[src/rtl/rcn_pkg.sv]
// Shared ring definitions for the queued rcn master: bus field positions,
// the queued request record and the helper that turns a record into a ring word.
package rcn_pkg;

  localparam int RCN_W   = 67;
  localparam int VALID   = 66;
  localparam int PEND    = 65;
  localparam int WR      = 64;
  localparam int ID_HI   = 63;
  localparam int ID_LO   = 58;
  localparam int SEQ_HI  = 57;
  localparam int SEQ_LO  = 56;
  localparam int WE_HI   = 55;
  localparam int WE_LO   = 52;
  localparam int ADDR_HI = 51;
  localparam int ADDR_LO = 32;
  localparam int DATA_HI = 31;
  localparam int DATA_LO = 0;

  typedef struct packed {
    logic        wr;
    logic [1:0]  seq;
    logic [3:0]  mask;
    logic [19:0] addr;
    logic [31:0] data;
  } rcn_req_t;

  localparam int REQ_W = $bits(rcn_req_t);

  function automatic logic [RCN_W-1:0] rcn_pack_req(input rcn_req_t r, input logic [5:0] id);
    return {1'b1, 1'b1, r.wr, id, r.seq, r.mask, r.addr, r.data};
  endfunction

endpackage

[src/rtl/rcn_req_fifo.sv]
// Synchronous show-ahead FIFO holding queued ring requests; the head entry is
// visible on rdata whenever the FIFO is not empty.
module rcn_req_fifo #(
  parameter int DEPTH = 4,
  parameter int WIDTH = 8
) (
  input  logic             clk,
  input  logic             rst_n,
  input  logic             push,
  input  logic             pop,
  input  logic [WIDTH-1:0] wdata,
  output logic [WIDTH-1:0] rdata,
  output logic             full,
  output logic             empty
);

  localparam int AW = $clog2(DEPTH);

  logic [WIDTH-1:0] mem_r [DEPTH];
  logic [AW:0]      wr_ptr_r;
  logic [AW:0]      rd_ptr_r;
  logic             push_s;
  logic             pop_s;

  // Extra pointer bit distinguishes full from empty when the indexes match.
  assign empty  = (wr_ptr_r == rd_ptr_r);
  assign full   = (wr_ptr_r[AW] != rd_ptr_r[AW]) && (wr_ptr_r[AW-1:0] == rd_ptr_r[AW-1:0]);
  assign pop_s  = pop && !empty;
  assign push_s = push && (!full || pop_s);
  assign rdata  = mem_r[rd_ptr_r[AW-1:0]];

  // Read and write pointers
  always_ff @(posedge clk or negedge rst_n) begin
    if (!rst_n) begin
      wr_ptr_r <= '0;
      rd_ptr_r <= '0;
    end else begin
      if (push_s) wr_ptr_r <= wr_ptr_r + (AW+1)'(1);
      if (pop_s)  rd_ptr_r <= rd_ptr_r + (AW+1)'(1);
    end
  end

  // Storage array, written on accepted push
  always_ff @(posedge clk) begin
    if (push_s) mem_r[wr_ptr_r[AW-1:0]] <= wdata;
  end

endmodule

[src/rtl/rcn_master_queued.sv]
// Queued rcn ring master: buffers client requests, keeps up to MAX_OUT in flight
// with 2-bit sequence tags. Optional watchdog enabled by RCN_MASTER_TIMEOUT_EN.
module rcn_master_queued
  import rcn_pkg::*;
#(
  parameter logic [5:0] MASTER_ID      = 6'd0,
  parameter int         REQ_DEPTH      = 4,
  parameter int         MAX_OUT        = 4,
  parameter int         TIMEOUT_CYCLES = 1024
) (
  input  logic             clk,
  input  logic             rst_n,
  input  logic [RCN_W-1:0] rcn_in,
  output logic [RCN_W-1:0] rcn_out,
  input  logic             req_valid,
  output logic             req_ready,
  input  logic             req_wr,
  input  logic [3:0]       req_mask,
  input  logic [21:0]      req_addr,
  input  logic [31:0]      req_wdata,
  output logic [1:0]       req_seq,
  output logic [2:0]       outstanding,
  output logic             rsp_valid,
  output logic             rsp_wr,
  output logic [1:0]       rsp_seq,
  output logic [3:0]       rsp_mask,
  output logic [21:0]      rsp_addr,
  output logic [31:0]      rsp_data,
  output logic             timeout
);

  logic [RCN_W-1:0] rin_r;
  logic [RCN_W-1:0] rout_r;
  logic [1:0]       push_seq_r;
  logic [2:0]       outstanding_r;
  logic [2:0]       outstanding_next_s;
  logic             my_resp_s;
  logic             dec_s;
  logic             issue_s;
  logic             push_s;
  logic             fifo_full_s;
  logic             fifo_empty_s;
  logic             wdog_fire_s;
  logic [REQ_W-1:0] fifo_rdata_s;
  rcn_req_t         push_req_s;
  rcn_req_t         head_s;
  logic             unused_addr_s;

  assign my_resp_s = rin_r[VALID] && !rin_r[PEND] && (rin_r[ID_HI:ID_LO] == MASTER_ID);
  assign dec_s     = my_resp_s && (outstanding_r != 3'd0);

  // A slot freed by a response this cycle counts as available immediately.
  assign issue_s   = !fifo_empty_s
                  && ((outstanding_r - {2'b00, dec_s}) < 3'(MAX_OUT))
                  && (!rin_r[VALID] || my_resp_s);

  assign req_ready = !fifo_full_s || issue_s;
  assign push_s    = req_valid && req_ready;

  assign push_req_s    = '{wr: req_wr, seq: push_seq_r, mask: req_mask,
                           addr: req_addr[21:2], data: req_wdata};
  assign head_s        = rcn_req_t'(fifo_rdata_s);
  assign unused_addr_s = ^req_addr[1:0];

  rcn_req_fifo #(
    .DEPTH (REQ_DEPTH),
    .WIDTH (REQ_W)
  ) u_fifo (
    .clk   (clk),
    .rst_n (rst_n),
    .push  (push_s),
    .pop   (issue_s),
    .wdata (push_req_s),
    .rdata (fifo_rdata_s),
    .full  (fifo_full_s),
    .empty (fifo_empty_s)
  );

  // Next in-flight count; a watchdog expiry drops every in-flight request
  always_comb begin
    outstanding_next_s = outstanding_r;
    if (wdog_fire_s) begin
      outstanding_next_s = {2'b00, issue_s};
    end else if (issue_s && !dec_s) begin
      outstanding_next_s = outstanding_r + 3'd1;
    end else if (!issue_s && dec_s) begin
      outstanding_next_s = outstanding_r - 3'd1;
    end else begin
      outstanding_next_s = outstanding_r;
    end
  end

  // Ring stage registers, push sequence counter and in-flight count
  always_ff @(posedge clk or negedge rst_n) begin
    if (!rst_n) begin
      rin_r         <= '0;
      rout_r        <= '0;
      push_seq_r    <= 2'd0;
      outstanding_r <= 3'd0;
    end else begin
      rin_r <= rcn_in;
      if (issue_s) begin
        rout_r <= rcn_pack_req(head_s, MASTER_ID);
      end else if (my_resp_s) begin
        rout_r <= '0;
      end else begin
        rout_r <= rin_r;
      end
      if (push_s) push_seq_r <= push_seq_r + 2'd1;
      outstanding_r <= outstanding_next_s;
    end
  end

`ifdef RCN_MASTER_TIMEOUT_EN
  localparam int WDOG_W = $clog2(TIMEOUT_CYCLES) + 1;

  logic [WDOG_W-1:0] wdog_r;
  logic              timeout_r;

  assign wdog_fire_s = (outstanding_r != 3'd0) && !my_resp_s
                    && (wdog_r == WDOG_W'(TIMEOUT_CYCLES - 1));

  // Watchdog: runs while waiting on responses, restarts on any response
  always_ff @(posedge clk or negedge rst_n) begin
    if (!rst_n) begin
      wdog_r    <= '0;
      timeout_r <= 1'b0;
    end else if (wdog_fire_s) begin
      wdog_r    <= '0;
      timeout_r <= 1'b1;
    end else if ((outstanding_r == 3'd0) || my_resp_s) begin
      wdog_r    <= '0;
      timeout_r <= 1'b0;
    end else begin
      wdog_r    <= wdog_r + WDOG_W'(1);
      timeout_r <= 1'b0;
    end
  end

  assign timeout = timeout_r;
`else
  logic unused_timeout_s;
  assign unused_timeout_s = (TIMEOUT_CYCLES == 0);
  assign wdog_fire_s      = 1'b0;
  assign timeout          = 1'b0;
`endif

  assign rcn_out     = rout_r;
  assign req_seq     = push_seq_r;
  assign outstanding = outstanding_r;

  assign rsp_valid = my_resp_s;
  assign rsp_wr    = rin_r[WR];
  assign rsp_seq   = rin_r[SEQ_HI:SEQ_LO];
  assign rsp_mask  = rin_r[WE_HI:WE_LO];
  assign rsp_addr  = {rin_r[ADDR_HI:ADDR_LO], 2'b00};
  assign rsp_data  = rin_r[DATA_HI:DATA_LO];

endmodule

[config.mk]
export PLATFORM = sky130hd
export DESIGN_NAME = rcn_master_queued
export DESIGN_NICKNAME = d
export VERILOG_FILES = /design/src/rtl/rcn_pkg.sv /design/src/rtl/rcn_req_fifo.sv /design/src/rtl/rcn_master_queued.sv
export SDC_FILE = /design/constraint.sdc
export NUM_CORES = 1
export LEC_CHECK = 0
export CAP_MARGIN = 20
export CELL_PAD_IN_SITES_DETAIL_PLACEMENT = 0
export CELL_PAD_IN_SITES_GLOBAL_PLACEMENT = 1
export CORE_MARGIN = 2
export CORE_UTILIZATION = 45
export CTS_BUF_LIST = sky130_fd_sc_hd__clkbuf_4 sky130_fd_sc_hd__clkbuf_8 sky130_fd_sc_hd__clkbuf_16
export DETAILED_ROUTE_END_ITERATION = 10
export PLACE_DENSITY_LB_ADDON = 0.2
export SKIP_LAST_GASP = 1
export SLEW_MARGIN = 20
export SYNTH_ARGS = -nofsm -noshare
export SYNTH_HDL_FRONTEND = slang
export SYNTH_SLANG_ARGS = --single-unit
[constraint.sdc]
create_clock -name clk -period 6.7 [get_ports clk]
set_clock_uncertainty 0.1 [all_clocks]
set_input_delay 0.67 -clock clk [delete_from_list [all_inputs] [get_ports clk]]
set_output_delay 0.67 -clock clk [all_outputs]
set_load 0.01 [all_outputs]
==> reports/metrics.csv <==
metric;value;unit
nets;1135;
status;finished, final reports clean;
place_congestion;0.6963;
gr-usage-all-layers;17.09;%
worst-path-buf-inv;1;
netlist_top_cells_count;edfxtp_1, dfrtp_1, buf_4, inv_1, nand2_1;
intPower;5604;uW
drive_gt1_share;14.65;%
die-area;33100;um2
path_delay_family;flip-flops;
worstSetupPathType;flip-flop to primary output;
area_growth;27.46;%
critPathMaxStageDelay;0.78;ns
final.setup.tns;0;ns
core_region_area;31390;um2
grt_pass1_vias;7608;
start_util;45.39;%
crit_chain;xnor2_1, nand2_1, nor2_1, nand2_1, clkdlybuf4s50_1;
cts_setup_buffers;0;
finalSetupViolCount;0;
synth_top_cell_area_share;49.74;%
max_cap_violations;0;
seq_power_share;43.6;%
period_minus_slack;3.246;ns
clock_sinks;381;
synth_cell_type_count;38;
detail_route.first_pass.iterations;4;
ant_nets;0;
dp_hpwl;16390;um
drt_iter0_drc;285;
rows;65;
vias;7090;
synth_area_per_cell;18.29;um2
rsz0062_at_grt;no;
finalCritPeriodShare;48.44;%
synth_edf_count;236;
insertion_delay;0.52;ns
clk_path_buf_depth;3;
finalWirelength;27600;um
cp_common_cell;nand2_1;
yosysMostFrequentCell;edfxtp_1;
max_freq;0.3081;GHz
slew_headroom;35.18;%
reg2reg_setup_slack;3.52;ns
synth_ff_type;edfxtp_1;
yosys.area.top_type;edfxtp_1;
port_buffers;259;
peakVddDrop;0.2379;mV
drv_slew;0;
synthesis.area;14250;um2
cts_resized;0;
endpoint_kind;primary output;
grt_pass1_wl;43260;um
die_w;181.9;um
critPathSlowestCell;dfrtp_4;
clkTransAtPathRegs;0.06;ns
power_switching_share;27.77;%
critPathRequiredTime;5.93;ns
io_pins;265;
worstPathArrival;2.48;ns
cts_tree;yes;
postCtsHoldBufs;0;
routedWlPerCell;19.25;um
ys_seq_area_share;75.20;%
path_max_fanout;26;
synth_cells;779;
grt_overflow;0;
hold_viol;0;
combPwrFrac;28.3;%
powerDensity;427.2;nW/um2
viasPerCell;4.944;
fillCellCount;2452;
ys_seq_elements;381;
antenna_found_initial;2;
async_flop_share;38.06;%
tightest_slew;0.9702;ns
grt_max_degree;78;
switching_power;2155;uW
leakage;0.007256;uW
cts_made_buffers;40;
root_buffer;clkbuf_16;
min_path_type;input pin to asynchronous set/reset pin;
clkPwrFrac;28.1;%
die_y;181.9;um
yosysWarningCount;0;
total_power;7759;uW
drc_errors;0;
h-tree-depth;2;
crit_path_start_kind;flip-flop;
yosys-top-cells-area;edfxtp_1, dfrtp_1, mux4_2;
==> cells in the final DEF (no fill, tap or decap), drive strengths merged, types with 7 or more instances in the layout <==
master / count
and2: 10
buf: 7
clkbuf: 64
clkdlybuf4s50: 258
clkinv: 9
dfrtp: 145
edfxtp: 236
inv: 67
mux2i: 59
mux4: 59
nand2: 64
xnor2: 8
==> worst paths after layout <==
path                       cells past startpoint                   to          startpoint
hold / removal                                 1          rcn_out[65]               rst_n
setup / recovery                               5            req_ready  u_fifo.rd_ptr_r[0]
min in group clk                               1          rcn_out[58]           rin_r[58]
setup reg to reg                               5  u_fifo.mem_r[2][49]  u_fifo.rd_ptr_r[1]
hold reg to reg                                1          rcn_out[58]           rin_r[58]
max in group asynchronous                      2            rin_r[46]               rst_n
==> kinds of logic after synthesis <==
logic type	Yosys count	share of synthesized area (%)
AOI/OAI and AO/OA	16	0.7639
xor gates and xnor gates	13	0.7991
adders and majority gates	7	0.6674
buffers and inverters	155	6.050
DFF	381	75.20
muxes	121	13.71
other	1	0.02632
and+or+nand+nor	85	2.784
==> metal layers <==
metal  track usage, %  vias to the layer above  routed length (um)  share of wire [%]
met2            28.69                      190               13680                 50
met4            4.839                        2                 571                2.1
li1                 -                     3211                   -                  -
met3            3.550                       47                1313                4.8
met5                0                        -                  10              0.036
met1            22.82                     3640               12020                 44
==> power groups by stage <==
stage,clock network [uW],registers [uW],logic [uW]
after global placement,0,3410,2230
final,2180,3380,2190
after CTS,2230,3400,2260
after floorplan,0,3470,1310
after global routing,2330,3450,2400
after detailed placement,0,3440,2250
==> per-stage QoR <==
stage	hold WS, ns	util (%)	area (um2)	worst slack [ns]	cells
2_1_floorplan	0.2744	-	14260	2.124	781
3_3_place_gp	0.3649	53.56	16810	3.338	1359
3_5_place_dp	0.3669	53.56	16810	3.318	1359
4_1_cts	0.1045	57.84	18160	3.377	1433
5_1_grt	0.1264	57.84	18160	3.193	1433
6_report	0.08524	57.85	18160	3.454	1434
==> registers in the layout, indices dropped and copies added, names as in the netlist <==
name / count
outstanding: 3
req_seq: 2
u_fifo.mem_r: 236
rin_r: 67
rcn_out: 67
u_fifo.rd_ptr_r: 3
u_fifo.wr_ptr_r: 3
==> layout make-up <==
class	instances	area [um2]	share of cell area, %
Antenna cell	1	2.502	0.01378
Clock buffer	64	1282	7.062
Clock inverter	10	61.31	0.3376
Inverter	66	247.7	1.364
Multi-Input combinational cell	245	2703	14.88
Sequential cell	381	10720	59.04
Tap cell	402	503.0	2.770
Timing Repair Buffer	265	2639	14.53
Note: power is estimated with default switching activity, not from simulation.
